## src/rtl/dms_pfd_pkg.sv

```systemverilog
// Shared types and constants for the digital phase/frequency detector.
//
// Contents:
//   PFD_ERR_W        width of the signed phase-error word
//   PFD_ERR_POS_SAT  positive saturation value of the width counter
//   PFD_ERR_NEG_SAT  negative saturation value of the width counter
//   pfd_state_t      detector FSM state encoding
//   pfd_err_t        signed phase-error word
//   pfd_mag_t        unsigned magnitude of a phase-error word
//   pfd_abs()        magnitude helper used by the lock qualifier
package dms_pfd_pkg;

  localparam int unsigned PFD_ERR_W = 8;

  typedef logic signed [PFD_ERR_W-1:0] pfd_err_t;
  typedef logic        [PFD_ERR_W-1:0] pfd_mag_t;

  // Symmetric saturation keeps -128 out of the range, so pfd_abs never overflows.
  localparam pfd_err_t PFD_ERR_POS_SAT = 8'sd127;
  localparam pfd_err_t PFD_ERR_NEG_SAT = -8'sd127;

  typedef enum logic [1:0] {
    PFD_IDLE = 2'd0,
    PFD_UP   = 2'd1,
    PFD_DOWN = 2'd2,
    PFD_BOTH = 2'd3
  } pfd_state_t;

  function automatic pfd_mag_t pfd_abs(input pfd_err_t v);
    pfd_err_t neg;
    neg = -v;
    return v[PFD_ERR_W-1] ? pfd_mag_t'(neg) : pfd_mag_t'(v);
  endfunction

endpackage

```

## src/rtl/dms_edge_sync.sv

```systemverilog
// Two-flop synchronizer followed by a history flop and rising-edge detector.
//
// Ports:
//   clk   sampling clock
//   rst   synchronous active-high reset, clears all three flops
//   d     asynchronous input level
//   rise  one-cycle pulse when the synchronized level goes 0 -> 1
module dms_edge_sync
  import dms_pfd_pkg::*;
(
  input  logic clk,
  input  logic rst,
  input  logic d,
  output logic rise
);

  logic sync1_q;
  logic sync2_q;
  logic hist_q;

  always_ff @(posedge clk) begin
    if (rst) begin
      sync1_q <= 1'b0;
      sync2_q <= 1'b0;
      hist_q  <= 1'b0;
    end else begin
      sync1_q <= d;
      sync2_q <= sync1_q;
      hist_q  <= sync2_q;
    end
  end

  assign rise = sync2_q & ~hist_q;

endmodule

```

## src/rtl/dms_pfd.sv

```systemverilog
// Digital phase/frequency detector with anti-dead-zone pulse, signed phase
// measurement and lock detection.
//
// Parameters:
//   MIN_PULSE  cycles up and down are both held high after a measurement (1..15)
//   LOCK_CNT   consecutive in-window measurements needed to assert lock (2..255)
//   LOCK_WIN   largest |phase_err| (clk cycles) treated as in-window
//
// Ports:
//   clk        sampling clock, all state updates on its rising edge
//   rst        synchronous active-high reset, overrides enable
//   enable     detector enable, low forces idle and clears lock tracking
//   ref_in     reference clock, asynchronous to clk
//   fb_in      divided VCO feedback clock, asynchronous to clk
//   up         charge-pump source control (registered)
//   down       charge-pump sink control (registered)
//   phase_err  signed last measured phase error, + means ref leads
//   err_valid  one-cycle pulse when phase_err updates
//   lock       lock indicator (registered)
module dms_pfd
  import dms_pfd_pkg::*;
#(
  parameter int unsigned MIN_PULSE = 2,
  parameter int unsigned LOCK_CNT  = 64,
  parameter int unsigned LOCK_WIN  = 1
) (
  input  logic                        clk,
  input  logic                        rst,
  input  logic                        enable,
  input  logic                        ref_in,
  input  logic                        fb_in,
  output logic                        up,
  output logic                        down,
  output logic signed [PFD_ERR_W-1:0] phase_err,
  output logic                        err_valid,
  output logic                        lock
);

  localparam logic [3:0] BothLast = 4'(MIN_PULSE - 1);
  localparam logic [7:0] LockMax  = 8'(LOCK_CNT);
  localparam pfd_mag_t   LockWin  = pfd_mag_t'(LOCK_WIN);

  // Edge detection. The synchronizers run regardless of enable so that history
  // is always current and re-enabling never sees a stale edge.
  logic ref_rise;
  logic fb_rise;

  dms_edge_sync u_ref_sync (
    .clk  (clk),
    .rst  (rst),
    .d    (ref_in),
    .rise (ref_rise)
  );

  dms_edge_sync u_fb_sync (
    .clk  (clk),
    .rst  (rst),
    .d    (fb_in),
    .rise (fb_rise)
  );

  pfd_state_t state_q, state_d;
  pfd_err_t   width_q, width_d;
  pfd_err_t   err_q, err_d;
  logic       ev_q, ev_d;
  logic [3:0] both_q, both_d;
  logic [7:0] lock_cnt_q, lock_cnt_d;
  logic       up_q, up_d;
  logic       down_q, down_d;
  logic       lock_q, lock_d;

  // Detector FSM and signed width counter.
  always_comb begin
    state_d = state_q;
    width_d = width_q;
    both_d  = both_q;
    err_d   = err_q;
    ev_d    = 1'b0;

    if (!enable) begin
      state_d = PFD_IDLE;
      width_d = '0;
      both_d  = '0;
    end else begin
      unique case (state_q)
        PFD_IDLE: begin
          if (ref_rise && fb_rise) begin
            state_d = PFD_BOTH;
            both_d  = '0;
            width_d = '0;
            err_d   = '0;
            ev_d    = 1'b1;
          end else if (ref_rise) begin
            state_d = PFD_UP;
            width_d = 8'sd1;
          end else if (fb_rise) begin
            state_d = PFD_DOWN;
            width_d = -8'sd1;
          end
        end

        PFD_UP: begin
          if (fb_rise) begin
            state_d = PFD_BOTH;
            both_d  = '0;
            err_d   = width_q;
            ev_d    = 1'b1;
            width_d = '0;
          end else if (width_q != PFD_ERR_POS_SAT) begin
            // A repeated ref edge just keeps counting: frequency-detect mode.
            width_d = width_q + 8'sd1;
          end
        end

        PFD_DOWN: begin
          if (ref_rise) begin
            state_d = PFD_BOTH;
            both_d  = '0;
            err_d   = width_q;
            ev_d    = 1'b1;
            width_d = '0;
          end else if (width_q != PFD_ERR_NEG_SAT) begin
            width_d = width_q - 8'sd1;
          end
        end

        PFD_BOTH: begin
          // Edges are deliberately ignored here; the pulse has a fixed width.
          if (both_q >= BothLast) begin
            state_d = PFD_IDLE;
            both_d  = '0;
          end else begin
            both_d = both_q + 4'd1;
          end
        end

        default: state_d = PFD_IDLE;
      endcase
    end
  end

  // Outputs are registered from the next state so they align with state_q.
  always_comb begin
    up_d   = (state_d == PFD_UP)   || (state_d == PFD_BOTH);
    down_d = (state_d == PFD_DOWN) || (state_d == PFD_BOTH);
  end

  // Lock qualifier works on the registered measurement, so lock reacts one
  // cycle after the err_valid pulse it is judging.
  always_comb begin
    lock_cnt_d = lock_cnt_q;
    if (!enable) begin
      lock_cnt_d = '0;
    end else if (ev_q) begin
      if (pfd_abs(err_q) <= LockWin) begin
        if (lock_cnt_q != LockMax) begin
          lock_cnt_d = lock_cnt_q + 8'd1;
        end
      end else begin
        lock_cnt_d = '0;
      end
    end
    lock_d = (lock_cnt_d == LockMax);
  end

  always_ff @(posedge clk) begin
    if (rst) begin
      state_q    <= PFD_IDLE;
      width_q    <= '0;
      err_q      <= '0;
      ev_q       <= 1'b0;
      both_q     <= '0;
      lock_cnt_q <= '0;
      up_q       <= 1'b0;
      down_q     <= 1'b0;
      lock_q     <= 1'b0;
    end else begin
      state_q    <= state_d;
      width_q    <= width_d;
      err_q      <= err_d;
      ev_q       <= ev_d;
      both_q     <= both_d;
      lock_cnt_q <= lock_cnt_d;
      up_q       <= up_d;
      down_q     <= down_d;
      lock_q     <= lock_d;
    end
  end

  assign up        = up_q;
  assign down      = down_q;
  assign phase_err = err_q;
  assign err_valid = ev_q;
  assign lock      = lock_q;

endmodule

```

## config.mk

```make
export PLATFORM = sky130hd
export DESIGN_NAME = dms_pfd
export DESIGN_NICKNAME = d
export VERILOG_FILES = /design/src/rtl/dms_pfd_pkg.sv /design/src/rtl/dms_edge_sync.sv /design/src/rtl/dms_pfd.sv
export SDC_FILE = /design/constraint.sdc
export NUM_CORES = 1
export LEC_CHECK = 0
export CORE_AREA = 5 5 72 74
export DETAILED_ROUTE_END_ITERATION = 12
export DIE_AREA = 0 0 77 79
export PLACE_DENSITY = 0.74
export SYNTH_ARGS = -nofsm -noshare
export SYNTH_HDL_FRONTEND = slang
export SYNTH_SLANG_ARGS = --single-unit
```

## constraint.sdc

```tcl
create_clock -name clk -period 2.5 [get_ports clk]
set_clock_uncertainty 0.1 [all_clocks]
set_input_delay 0.5 -clock clk [delete_from_list [all_inputs] [get_ports clk]]
set_output_delay 0.5 -clock clk [all_outputs]
set_load 0.05 [all_outputs]
```

After elaboration in Yosys (flattened, before gate mapping):

Cells that the tools add are included.
Widths: inputs -> output; s select.

* register bits: 40

* $add $sub $neg: 5
* order comparisons: 2
* eq/ne operators: 16
* muxes and demuxes: 34
* bitwise logic cells: 5
* reductions and logical operators: 9

Operators by type and width (count)
* $mux 8: 15
* $pmux 8 s3: 2
* $mux 4: 4
* $ne 8x8->1 const B: 2
* $pmux 4 s4: 1
* $mux 2: 7
* $add 8x1->8 const B: 1
* $add 8x2->8 const B: 1
* $eq 2x2->1 const B: 4
* $eq 8x7->1 const B: 1
* $le 8x1->1 const B: 1
* $ne 8x7->1 const B: 1
* $neg 8->8: 1
* $pmux 2 s4: 1
* $sub 8x2->8 const B: 1
* $ne 2x2->1 const B: 3
* $ne 3x3->1 const B: 2
* $reduce_and 5->1: 1
* $add 4x1->4 const B: 1
* $eq 2x1->1 const B: 2
* $ge 4x1->1 const B: 1
* $ne 4x4->1 const B: 1
* $reduce_and 4->1: 1
* $mux 1: 3
* other kinds (9): 13

Longest topological paths before layout:

* word-level depth: 9
* mapped depth: 8

Cells and area by module:

From an unflattened synthesis, not the netlist that was laid out.

* cells, all modules: 301
* area total of the unflattened synthesis: 2302.2 µm²

Modules (own cells, without submodules)
* dms_pfd: times used 1, cells an instance 287, area each 2127.0 µm², seq. area each 660.6 µm²
* dms_edge_sync: times used 2, cells an instance 7, area each 87.6 µm², seq. area each 60.1 µm²

Worst setup path after synthesis:

OpenSTA, ideal clock, no wires.

* path kind: register to register
* start point: register state_q[0]
* end point: register err_q[3], in the netlist phase_err[3]
* data arrival time: 2174 ps
* slack: 94 ps
* stages on the path, launching flop included: 9
* cell sequence: dfxtp_1 > inv_1 > ha_1 > nand2_2 > nand3_1 > or3b_1 > clkbuf_1 > nand2_1 > a21oi_1

* cells in the longest elaborated chain, start to end: 3
* elaborated cells between the ends (all ways): 9
* classes of those cells: eq/ne: 5; mux: 1; reduce/logical: 3

Ends and longest elaborated chain
* from (decl): RTL line dms_pfd.sv:62 `pfd_state_t state_q, state_d;`
* from (signal assigned): RTL line dms_pfd.sv:178 `state_q <= state_d;`
* $eq 2x1->1 (tied with other cells): RTL line dms_pfd.sv:85 `unique case (state_q)`
* $ne 2x2->1 (no source line) or $reduce_bool 3->1 (tied branches)
* $reduce_and 5->1 (no source line)
* to (signal assigned): RTL line dms_pfd.sv:180 `err_q <= err_d;`
* to (decl): RTL line dms_pfd.sv:64 `pfd_err_t err_q, err_d;`

Parallel ways exist; a longest one is shown, timed or not.
A chain may end at the register's enable or synchronous reset.

Worst setup path in the final report:

* start point: register ev_q, in the netlist err_valid
* end point: output port err_valid

RTL lines
* from (decl): RTL line dms_pfd.sv:65 `logic ev_q, ev_d;`
* from (signal assigned): RTL line dms_pfd.sv:181 `ev_q <= ev_d;`
* to (decl): RTL line dms_pfd.sv:35 `output logic err_valid,`

No word-level cell between the ends.

==> impl_metrics.py <==
metrics = {
    "cts": {
        "cts_root_buffer": "clkbuf_8",
        "clk_latency_ns": 0.29,
        "cts_hold_buf": 0,
        "clock_path_buffers": 2,
        "htree_num_levels": 2,
        "postCtsSetupBuffers": 0,
        "clkTransAtPathRegs_ns": 0.08,
        "cts_buffers": 5,
        "cts.repair.resized": 0,
        "clock-sinks": 39,
        "cts_tree": "done",
    },
    "critical_path": {
        "crit_chain": "clkdlybuf4s50_1",
        "reg2reg_depth": 7,
        "critPathMaxFanout": 11,
        "cp-start-kind": "flip-flop",
        "arrival_ns": 1.70,
        "critPathKind": "reg -> out",
        "crit_slowest_cell": "clkdlybuf4s50_1",
        "max_stage_delay_ns": 0.88,
        "r2r-end": "phase_err[5]$_SDFFE_PP0P_",
        "r2r_slack_ns": 0.27,
        "crit_family": "buffers and inverters",
        "critPathRequiredTime_ns": 1.90,
        "cp-end-kind": "primary output",
        "r2r-start": "state_q[0]$_SDFF_PP0_",
        "cp.depth": 1,
        "crit_buf_inv": 1,
    },
    "power_and_ir_drop": {
        "leakagePower_nw": 0.911,
        "p_sw_frac": 0.285,
        "power_density_mw_per_mm2": 479,
        "power.internal_mw": 0.915,
        "p_sw_mw": 0.365,
        "power_frac_seq": 0.514,
        "p_comb_frac": 0.159,
        "pwr-share-clk": 0.327,
        "ir_drop_uv": 297,
    },
    "synth": {
        "syn_area_per_cell_um2": 7.74,
        "synth_mux_area_frac": 0.00420,
        "synth_xor_area_frac": 0.0147,
        "synth_top_family_by_area": "simple AND/OR/NAND/NOR gates",
        "synth_simple_gate_area_share": 0.285,
        "synth_fa_ha_area_frac": 0.0735,
        "syn_inst": 308,
        "yosys_warnings": 0,
        "syn_nets": 327,
        "yosysSeqAreaShare": 0.327,
        "yosysUniqueCellTypes": 56,
        "yosysTopAreaCell": "dfxtp_1",
        "synth_edf_count": 0,
        "synth_top_area_share": 0.327,
        "synth-main-ff-cell": "dfxtp_1",
        "synth_compound_area_frac": 0.235,
        "netlist_top_cells_count": "39 x dfxtp_1, 33 x nand2_1, 30 x a21oi_1",
        "synth_area_mm2": 0.00238,
        "synth_seq_cells": 39,
        "ys_async_sr_fraction": 0,
        "yosysMostFrequentCell": "dfxtp_1",
        "synth_area_leaders": "dfxtp_1 33%, ha_1 7.3%, a21oi_1 6.3%",
    },
    "layout": {
        "fin_nets": 339,
        "design_area_mm2": 0.00267,
        "drive_above_1_share": 0.0903,
        "diodes": 0,
        "area_growth_pct": 12.1,
        "fillers": 405,
    },
    "placed_design": {
        "gp_congestion": 0.844,
        "dp_hpwl_mm": 3.89,
        "io_buffers": 16,
        "place_area_mm2": 0.00259,
    },
    "grt": {
        "grt_pass1_vias": 2104,
        "antenna_found_initial": 0,
        "grt_max_degree": 19,
        "gr-total-overflow": 0,
        "track_usage": 0.187,
        "grt_first_pass_wirelength_mm": 9.63,
    },
    "timing": {
        "fmax_mhz": 435,
        "setup_viol": 0,
        "final_max_slew_viol_count": 0,
        "finalHoldViolCount": 0,
        "post-route-min-period_ns": 2.30,
        "relSlewSlack": 0.665,
        "finalSetupTns_ns": 0,
        "rsz0062_at_grt": "no",
        "tightest_slew_ns": 0.501,
        "finalCritPeriodShare": 0.919,
    },
    "detailed_routing": {
        "final_antenna_net_count": 0,
        "avgViaCountPerCell": 5.87,
        "dr.first_iter.drc_count": 143,
        "drt-total-wl_mm": 5.46,
        "via_count": 2200,
        "wl_per_cell_um": 14.5,
        "first_pass_iters": 4,
        "drc": 0,
    },
    "floorplanning": {
        "fp-row-count": 25,
        "ios": 17,
        "core_mm2": 0.00454,
        "die_h_um": 79,
        "initial_core_util": 0.526,
        "die_w_um": 77,
        "dieArea_mm2": 0.00608,
    },
    "min_path": {
        "holdPathEnd": "u_ref_sync.sync2_q$_SDFF_PP0_",
        "hp-class": "reg -> reg",
        "hold_path_startpoint": "u_ref_sync.sync1_q$_SDFF_PP0_",
        "whs_path_depth": 1,
    },
    "status": {
        "status": "complete, no violations",
    },
    "job": {
        "cap_violations": 0,
    },
}
per-stage QoR:
stage	utilization	power, mW	hold WS, ns	cells	setup WS [ns]
final	0.590	1.28	0.343	375	0.202
after global routing	0.590	1.35	0.371	375	0.0185
after CTS	0.590	1.29	0.348	375	0.191
after detailed placement	0.571	0.874	0.330	367	0.304
after global placement	0.571	0.872	0.318	367	0.350
after floorplan	-	0.825	0.314	308	0.0939
cell type report:
type                    instances  area, µm²  share of cell area
multi-input cells             236       1460               0.546
inverters                      12       45.0              0.0168
repair buffers                 26        235              0.0880
well taps                      54       67.6              0.0253
clock buffers                   6       72.6              0.0271
flip-flops and latches         39        781               0.292
clock inverters                 2       12.5             0.00468
power groups by stage:
stage	combinational [mW]	sequential [mW]	clock (mW)
CTS	0.203	0.658	0.427
floorplan	0.157	0.668	0
finish	0.203	0.658	0.418
detailed placement	0.201	0.672	0
global route	0.227	0.662	0.459
global placement	0.199	0.672	0
sequential cells by signal, summed over array words and instances (netlist names):
| register | cells |
|---|---|
| u_fb_sync.hist_q | 1 |
| down | 1 |
| u_ref_sync.sync2_q | 1 |
| err_valid | 1 |
| lock_cnt_q | 8 |
| u_fb_sync.sync1_q | 1 |
| u_ref_sync.sync1_q | 1 |
| width_q | 8 |
| u_ref_sync.hist_q | 1 |
| both_q | 4 |
| lock | 1 |
| state_q | 2 |
| phase_err | 8 |
| u_fb_sync.sync2_q | 1 |
metal layers:
layer	GRT usage	vias up	part of all wire
met5	0	-	0
met4	0.0567	0	0.0097
met3	0.0329	6	0.035
met2	0.319	36	0.49
met1	0.241	1039	0.46
li1	-	1119	-
cell usage in the layout, fill, tap and decap left out, types with 4 or more instances in the layout:
| cell type | instances |
|---|---|
| buf_4 | 10 |
| dfxtp_1 | 39 |
| a21oi_1 | 30 |
| a31oi_1 | 4 |
| nand3_1 | 19 |
| nand2b_1 | 6 |
| nor2b_1 | 9 |
| ha_1 | 14 |
| nand2_1 | 33 |
| nor2_1 | 23 |
| o21ai_0 | 17 |
| nand4b_1 | 4 |
| inv_1 | 12 |
| a311oi_1 | 4 |
| clkdlybuf4s50_1 | 16 |
| clkbuf_8 | 5 |
| nor3_1 | 12 |
worst max-delay path by stage:
stage	from	endpoint
2_1_floorplan	state_q[0]$_SDFF_PP0_	phase_err[3]$_SDFFE_PP0P_
3_3_place_gp	state_q[0]$_SDFF_PP0_	phase_err[4]$_SDFFE_PP0P_
3_5_place_dp	state_q[0]$_SDFF_PP0_	phase_err[5]$_SDFFE_PP0P_
4_1_cts	err_valid$_SDFF_PP0_	err_valid
5_1_grt	state_q[0]$_SDFF_PP0_	phase_err[2]$_SDFFE_PP0P_
6_report	err_valid$_SDFF_PP0_	err_valid
cells by family after synthesis:
| logic type | count (synthesis) |
|---|---|
| xor+xnor | 4 |
| flops | 39 |
| fa+ha+maj | 14 |
| buf+inv | 33 |
| simple gates | 131 |
| mux | 1 |
| compound gates | 86 |
worst reg2reg max path, cell delays in order, from the launching register on:
cell,delay (ns)
dfxtp_1,0.43
inv_1,0.12
ha_1,0.28
nand2_2,0.15
nand3_1,0.27
or3b_1,0.60
nand2_1,0.12
a21oi_1,0.06
No activity file was read; power rests on OpenSTA's default activity.
